## config.mk

```make
export PLATFORM = sky130hd
export DESIGN_NAME = mem_window
export DESIGN_NICKNAME = d
export VERILOG_FILES = /design/src/rtl/mem_window.sv
export SDC_FILE = /design/constraint.sdc
export NUM_CORES = 2
export LEC_CHECK = 0
export BUFFER_PORTS_ARGS = -buffer_cell sky130_fd_sc_hd__buf_2
export CAP_MARGIN = 5
export CORE_UTILIZATION = 30
export DETAILED_ROUTE_END_ITERATION = 10
export REMOVE_ABC_BUFFERS = 1
export SLEW_MARGIN = 20
export SYNTH_ARGS = -nofsm -noshare
export SYNTH_HDL_FRONTEND = slang
export SYNTH_SLANG_ARGS = --single-unit
```

## constraint.sdc

```tcl
create_clock -name clk -period 6.8 [get_ports clk]
set_clock_uncertainty 0.1 [all_clocks]
set_input_delay 1.36 -clock clk [delete_from_list [all_inputs] [get_ports clk]]
set_output_delay 1.36 -clock clk [all_outputs]
set_load 0.02 [all_outputs]
```

## src/rtl/mem_window.sv

```systemverilog
// mem_window: windowed emulated memory.
//   Maps external addresses OFFSET .. OFFSET+DEPTH-1 onto a DEPTH-entry store.
//   NRD independent read ports (registered or combinational), one byte-strobed
//   write port, selectable read-during-write result, out-of-window detection
//   with a sticky flag and a saturating error counter.
// Ports:
//   clk, rst          clock, asynchronous active-high reset
//   ren/raddr         per-port read enable / address (port i at [i*ADDR_WIDTH +: ADDR_WIDTH])
//   rdata/rvalid/rerr per-port read data (port i at [i*WIDTH +: WIDTH]), valid, out-of-window flag
//   wen/waddr/wdata/wstrb  write enable, address, data, byte enables
//   werr              one-cycle pulse after an out-of-window write
//   err_clear         clear for err_sticky / err_count (same-cycle events still counted)
//   err_sticky        any out-of-window access seen
//   err_count         saturating number of out-of-window accesses
module mem_window #(
  parameter int WIDTH        = 80,
  parameter int DEPTH        = 32,
  parameter int ADDR_WIDTH   = 6,
  parameter int OFFSET       = 32,
  parameter int NRD          = 2,
  parameter int SYNCREAD     = 1,
  parameter int RDW_NEW      = 0,
  parameter int ERRCNT_WIDTH = 8,
  localparam int BE          = (WIDTH + 7) / 8
) (
  input  logic                      clk,
  input  logic                      rst,
  input  logic [NRD-1:0]            ren,
  input  logic [NRD*ADDR_WIDTH-1:0] raddr,
  output logic [NRD*WIDTH-1:0]      rdata,
  output logic [NRD-1:0]            rvalid,
  output logic [NRD-1:0]            rerr,
  input  logic                      wen,
  input  logic [ADDR_WIDTH-1:0]     waddr,
  input  logic [WIDTH-1:0]          wdata,
  input  logic [BE-1:0]             wstrb,
  output logic                      werr,
  input  logic                      err_clear,
  output logic                      err_sticky,
  output logic [ERRCNT_WIDTH-1:0]   err_count
);

  localparam int IDX_W = (DEPTH > 1) ? $clog2(DEPTH) : 1;
  // One extra bit so OFFSET+DEPTH == 2^ADDR_WIDTH is representable (no wrap).
  localparam int EW    = ADDR_WIDTH + 1;
  localparam logic [EW-1:0] LO = EW'(OFFSET);
  localparam logic [EW-1:0] HI = EW'(OFFSET + DEPTH);
  localparam int EV_W  = $clog2(NRD + 2);
  localparam int SUM_W = ((ERRCNT_WIDTH > EV_W) ? ERRCNT_WIDTH : EV_W) + 1;
  localparam logic [SUM_W-1:0] CNT_MAX = SUM_W'({ERRCNT_WIDTH{1'b1}});

  function automatic logic in_win(input logic [ADDR_WIDTH-1:0] a);
    logic [EW-1:0] e;
    e = {1'b0, a};
    return (e >= LO) && (e < HI);
  endfunction

  function automatic logic [IDX_W-1:0] to_idx(input logic [ADDR_WIDTH-1:0] a);
    logic [EW-1:0] d;
    d = {1'b0, a} - LO;
    return d[IDX_W-1:0];
  endfunction

  logic [WIDTH-1:0] mem [DEPTH];

  // ---------------- write port ----------------
  logic [WIDTH-1:0] wmask;
  logic             w_in;
  logic [IDX_W-1:0] w_idx;
  logic [WIDTH-1:0] w_merged;

  // Expand byte strobes to a bit mask; the top strobe naturally covers only
  // the leftover bits when WIDTH is not a multiple of 8.
  for (genvar gi = 0; gi < WIDTH; gi++) begin : g_mask
    assign wmask[gi] = wstrb[gi/8];
  end

  assign w_in     = in_win(waddr);
  assign w_idx    = to_idx(waddr);
  assign w_merged = (mem[w_idx] & ~wmask) | (wdata & wmask);

  always_ff @(posedge clk) begin
    if (wen && w_in) begin
      mem[w_idx] <= w_merged;
    end
  end

  // ---------------- read ports ----------------
  logic [NRD-1:0] rd_err;

  for (genvar gi = 0; gi < NRD; gi++) begin : g_rd
    logic [ADDR_WIDTH-1:0] ra;
    logic                  r_in;
    logic [IDX_W-1:0]      r_idx;

    assign ra         = raddr[gi*ADDR_WIDTH +: ADDR_WIDTH];
    assign r_in       = in_win(ra);
    assign r_idx      = to_idx(ra);
    assign rd_err[gi] = ren[gi] && !r_in;

    if (SYNCREAD != 0) begin : g_sync
      logic [WIDTH-1:0] rdata_reg;
      logic             rvalid_reg;
      logic             rerr_reg;
      logic             hit;

      // Same in-window index written this edge: only matters for RDW_NEW.
      assign hit = r_in && wen && w_in && (r_idx == w_idx);

      always_ff @(posedge clk or posedge rst) begin
        if (rst) begin
          rdata_reg  <= '0;
          rvalid_reg <= 1'b0;
          rerr_reg   <= 1'b0;
        end else begin
          rvalid_reg <= ren[gi];
          rerr_reg   <= ren[gi] && !r_in;
          if (ren[gi]) begin
            if (!r_in)
              rdata_reg <= '0;
            else if ((RDW_NEW != 0) && hit)
              rdata_reg <= w_merged;
            else
              rdata_reg <= mem[r_idx];
          end
        end
      end

      assign rdata[gi*WIDTH +: WIDTH] = rdata_reg;
      assign rvalid[gi]               = rvalid_reg;
      assign rerr[gi]                 = rerr_reg;
    end else begin : g_async
      assign rdata[gi*WIDTH +: WIDTH] = (ren[gi] && r_in) ? mem[r_idx] : '0;
      assign rvalid[gi]               = ren[gi];
      assign rerr[gi]                 = ren[gi] && !r_in;
    end
  end

  // ---------------- error accounting ----------------
  logic             werr_now;
  logic [EV_W-1:0]  events;
  logic [SUM_W-1:0] sum_next;
  logic             werr_reg;
  logic             err_sticky_reg;
  logic [ERRCNT_WIDTH-1:0] err_count_reg;

  assign werr_now = wen && !w_in;

  always_comb begin
    events = EV_W'(werr_now);
    for (int i = 0; i < NRD; i++) begin
      events = events + EV_W'(rd_err[i]);
    end
  end

  // Clear drops the old count first; this cycle's events are still added.
  assign sum_next = (err_clear ? '0 : SUM_W'(err_count_reg)) + SUM_W'(events);

  always_ff @(posedge clk or posedge rst) begin
    if (rst) begin
      werr_reg       <= 1'b0;
      err_sticky_reg <= 1'b0;
      err_count_reg  <= '0;
    end else begin
      werr_reg       <= werr_now;
      err_sticky_reg <= (err_sticky_reg && !err_clear) || (events != '0);
      err_count_reg  <= (sum_next > CNT_MAX) ? CNT_MAX[ERRCNT_WIDTH-1:0]
                                             : sum_next[ERRCNT_WIDTH-1:0];
    end
  end

  assign werr       = werr_reg;
  assign err_sticky = err_sticky_reg;
  assign err_count  = err_count_reg;

endmodule
```

==> summary.txt <==
Worst setup path
  – CP peak stage delay: 960 ps
  – Crit path DAT: 5080 ps
  – Worst Path Required: 7290 ps
  – Worst setup EP type: register
  – Worst-path cell chain: buf_4, nor2b_2, and2_2, a22oi_1, o211ai_1, o22a_1
  – Crit path max fanout: 32
  – CP top delay family: simple AND/OR/NAND/NOR gates
  – Critical path depth: 6
  – R2r worst-path depth: 6
  – Crit path kind: primary input to register
  – CP Buf/Inv Count: 1
  – Critical Path Slowest Stage Cell: and2_2
  – Crit path launch type: primary input

Placement
  – Setup WS pre-CTS: 1400 ps
  – IO Port Bufs: 287
  – Routability cong.: 0.863
  – Post-DP HPWL: 334000 um

STA
  – Slew headroom: 12.8%
  – Setup_tns: 0 ps
  – Tightest Pin Transition: 1290 ps
  – Tcrit/Tclk final: 67.5%
  – Final Setup Violations: 0
  – Setup ws final: 2210 ps
  – Fin. max-slew vios: 0
  – Hold Fails Final Rpt: 0
  – Fmax: 218 MHz
  – Final Critical Period: 4590 ps
  – RSZ-0062 raised after global routing: no

Yosys
  – FFs w/ async S/R, synth: 6.36%
  – Top_reg_cell synth: edfxtp_1
  – Synth area leaders: edfxtp_1, mux4_2, mux2i_1
  – Sequential area share after synthesis: 56.7%
  – Count leader, synth: edfxtp_1
  – Syn Inst Count: 7928
  – Syn Std Cell Area: 143000 um2
  – Synthesized area per cell: 18.1 um2
  – Post-synth EDFFs: 2560
  – Synth Register Bits: 2734
  – Commonest cells post-synth: edfxtp_1, mux4_2, mux2i_1, clkbuf_1, o22ai_1
  – Post-synth cell types: 58
  – Share of the synthesized area in the top cell type: 53.7%
  – Ys Warns: 0
  – Yosys top cell by area: edfxtp_1

Final layout
  – Max reg flops: 2560
  – Layout area overhead: 14.4%
  – Share of layout cells above drive strength 1: 36.0%
  – Nets: 8280
  – Layout Utilization: 34.5%

Clocking
  – Hold-fix buffers at CTS: 0
  – Skew-Pair Late Insertion Delay: 970 ps
  – CTS tree: done
  – Setup Fix Bufs, Post-CTS: 0
  – H-tree depth: 5
  – CTS Buffer Depth: 4
  – Root buffer cell: clkbuf_16
  – Post-cts sizing count: 0
  – Clock slew at reported path FFs: 60 ps
  – CTS Sinks: 2734
  – CTS buffer count: 297

Die
  – Die height: 693 um
  – Die area: 480000 um2
  – Initial Util: 30.1%
  – I/O Pins: 288
  – CORE AREA: 475000 um2
  – Die X: 693 um
  – Placement Rows: 253

Global route
  – Global-route wire length before repair: 803000 um
  – Initial antenna violation count: 41
  – Tot GR Track Use: 24.0%
  – Largest net degree at the start of global routing: 98
  – GR Overflow Total: 0
  – Vias in the first global route: 95600

Status
  – Status: finished, final reports clean

Routing
  – DR vias: 95200
  – Antenna Nets Post-Route: 0
  – First-pass DRT Iterations: 6
  – Drt first-iter violations: 15400
  – Remaining DRCs: 0
  – Wire per inst: 40.0 um
  – Vias/cell: 6.42
  – WL final: 593000 um

Power
  – Pwr Total: 0.0406 W
  – Sequential power share: 47.0%
  – Comb power frac: 11.8%
  – Switching pwr: 0.0105 W
  – Clock share of power: 41.2%
  – Worst IR drop on VDD: 177 uV
  – Sw Ratio: 25.8%
  – Internal power: 0.0301 W
  – Power Density: 247 nW/um2
  – Lkg Pwr: 52.5 nW

Hold path
  – Type of the worst min-delay path: primary input to async pin

Job
  – Max cap viols: 0
[worst reg2reg max path, stage by stage, from the launching register on]
cell and delay, ps:
edfxtp_1 380, mux4_2 240, nor2_1 50, a2111oi_2 440
o221ai_1 220, a32oi_1 680, buf_4 380
[cell families after synthesis]
family | count (synthesis) | synth area share, %
buf+inv | 849 | 2.74
simple gates | 750 | 2.28
compound gates | 1208 | 5.90
fa+ha+maj | 4 | 0.0454
xor+xnor | 4 | 0.0245
flops | 2734 | 56.7
mux | 2379 | 32.3
[per-layer routing]
| metal | global-route usage (%) | routed length, um | vias up | part of all wire [%] |
|---|---|---|---|---|
| li1 | - | - | 34900 | - |
| met5 | 0 | 160 | - | 0.027 |
| met2 | 36.9 | 266000 | 8141 | 45 |
| met3 | 7.55 | 79500 | 2017 | 13 |
| met4 | 15.1 | 44400 | 26 | 7.5 |
| met1 | 29.4 | 203000 | 50100 | 34 |
[path summary, 6_finish.rpt]
kind | startpoint | to | slack, ps
max | waddr[2] | mem[8][68] | 2210
max reg2reg | mem[23][61] | mem[14][61] | 4130
min | rst | g_rd[1].g_sync.rvalid_reg | 400
min in group clk | g_rd[0].g_sync.rdata_reg[18] | g_rd[0].g_sync.rdata_reg[18] | 400
max in group asynchronous | rst | g_rd[1].g_sync.rdata_reg[16] | 4730
min reg2reg | g_rd[0].g_sync.rdata_reg[18] | g_rd[0].g_sync.rdata_reg[18] | 400
[through the flow]
step / hold slack, ps / std cells / area (um2)
floorplan: 506 / 7201 / 140000
global placement: 388 / 14200 / 154000
detailed placement: 396 / 14200 / 154000
CTS: 380 / 14800 / 164000
global route: 409 / 14800 / 164000
finish: 397 / 14800 / 164000
[placed cells by master (no fill, tap or decap), drive strengths merged, types with 19 or more instances in the layout]
master	count
a221oi	45
diode	34
dfrtp	174
a211oi	33
nand2b	20
nand3	36
a22o	98
o221ai	27
a211o	35
clkbuf	389
o21ai	203
mux4	1790
nand2	197
bufinv	27
a22oi	196
a21boi	19
nor2b	47
o211ai	20
mux2i	564
edfxtp	2560
mux2	25
nor2	299
nor3	115
o22ai	322
clkinv	107
a21oi	105
a32oi	24
inv	134
a2111oi	32
o22a	23
buf	661
[power groups by stage]
stage,logic (W),clock network [W],registers [W]
after global placement,0.00462,0,0.0194
after detailed placement,0.00468,0,0.0194
after CTS,0.00469,0.0168,0.0191
after floorplan,0.00214,0,0.0195
final,0.00478,0.0167,0.0191
after global routing,0.00494,0.0173,0.0191
[area by class of cell]
type | count | area, um2
clock inverters | 159 | 1690
diodes | 34 | 85.1
repair buffers | 662 | 5700
inverters | 122 | 478
clock buffers | 388 | 8130
multi-input cells | 4345 | 58600
flip-flops and latches | 2734 | 81200
well taps | 6375 | 7980
fillers | 44300 | 311000
Power figures use the tool's default switching activity.
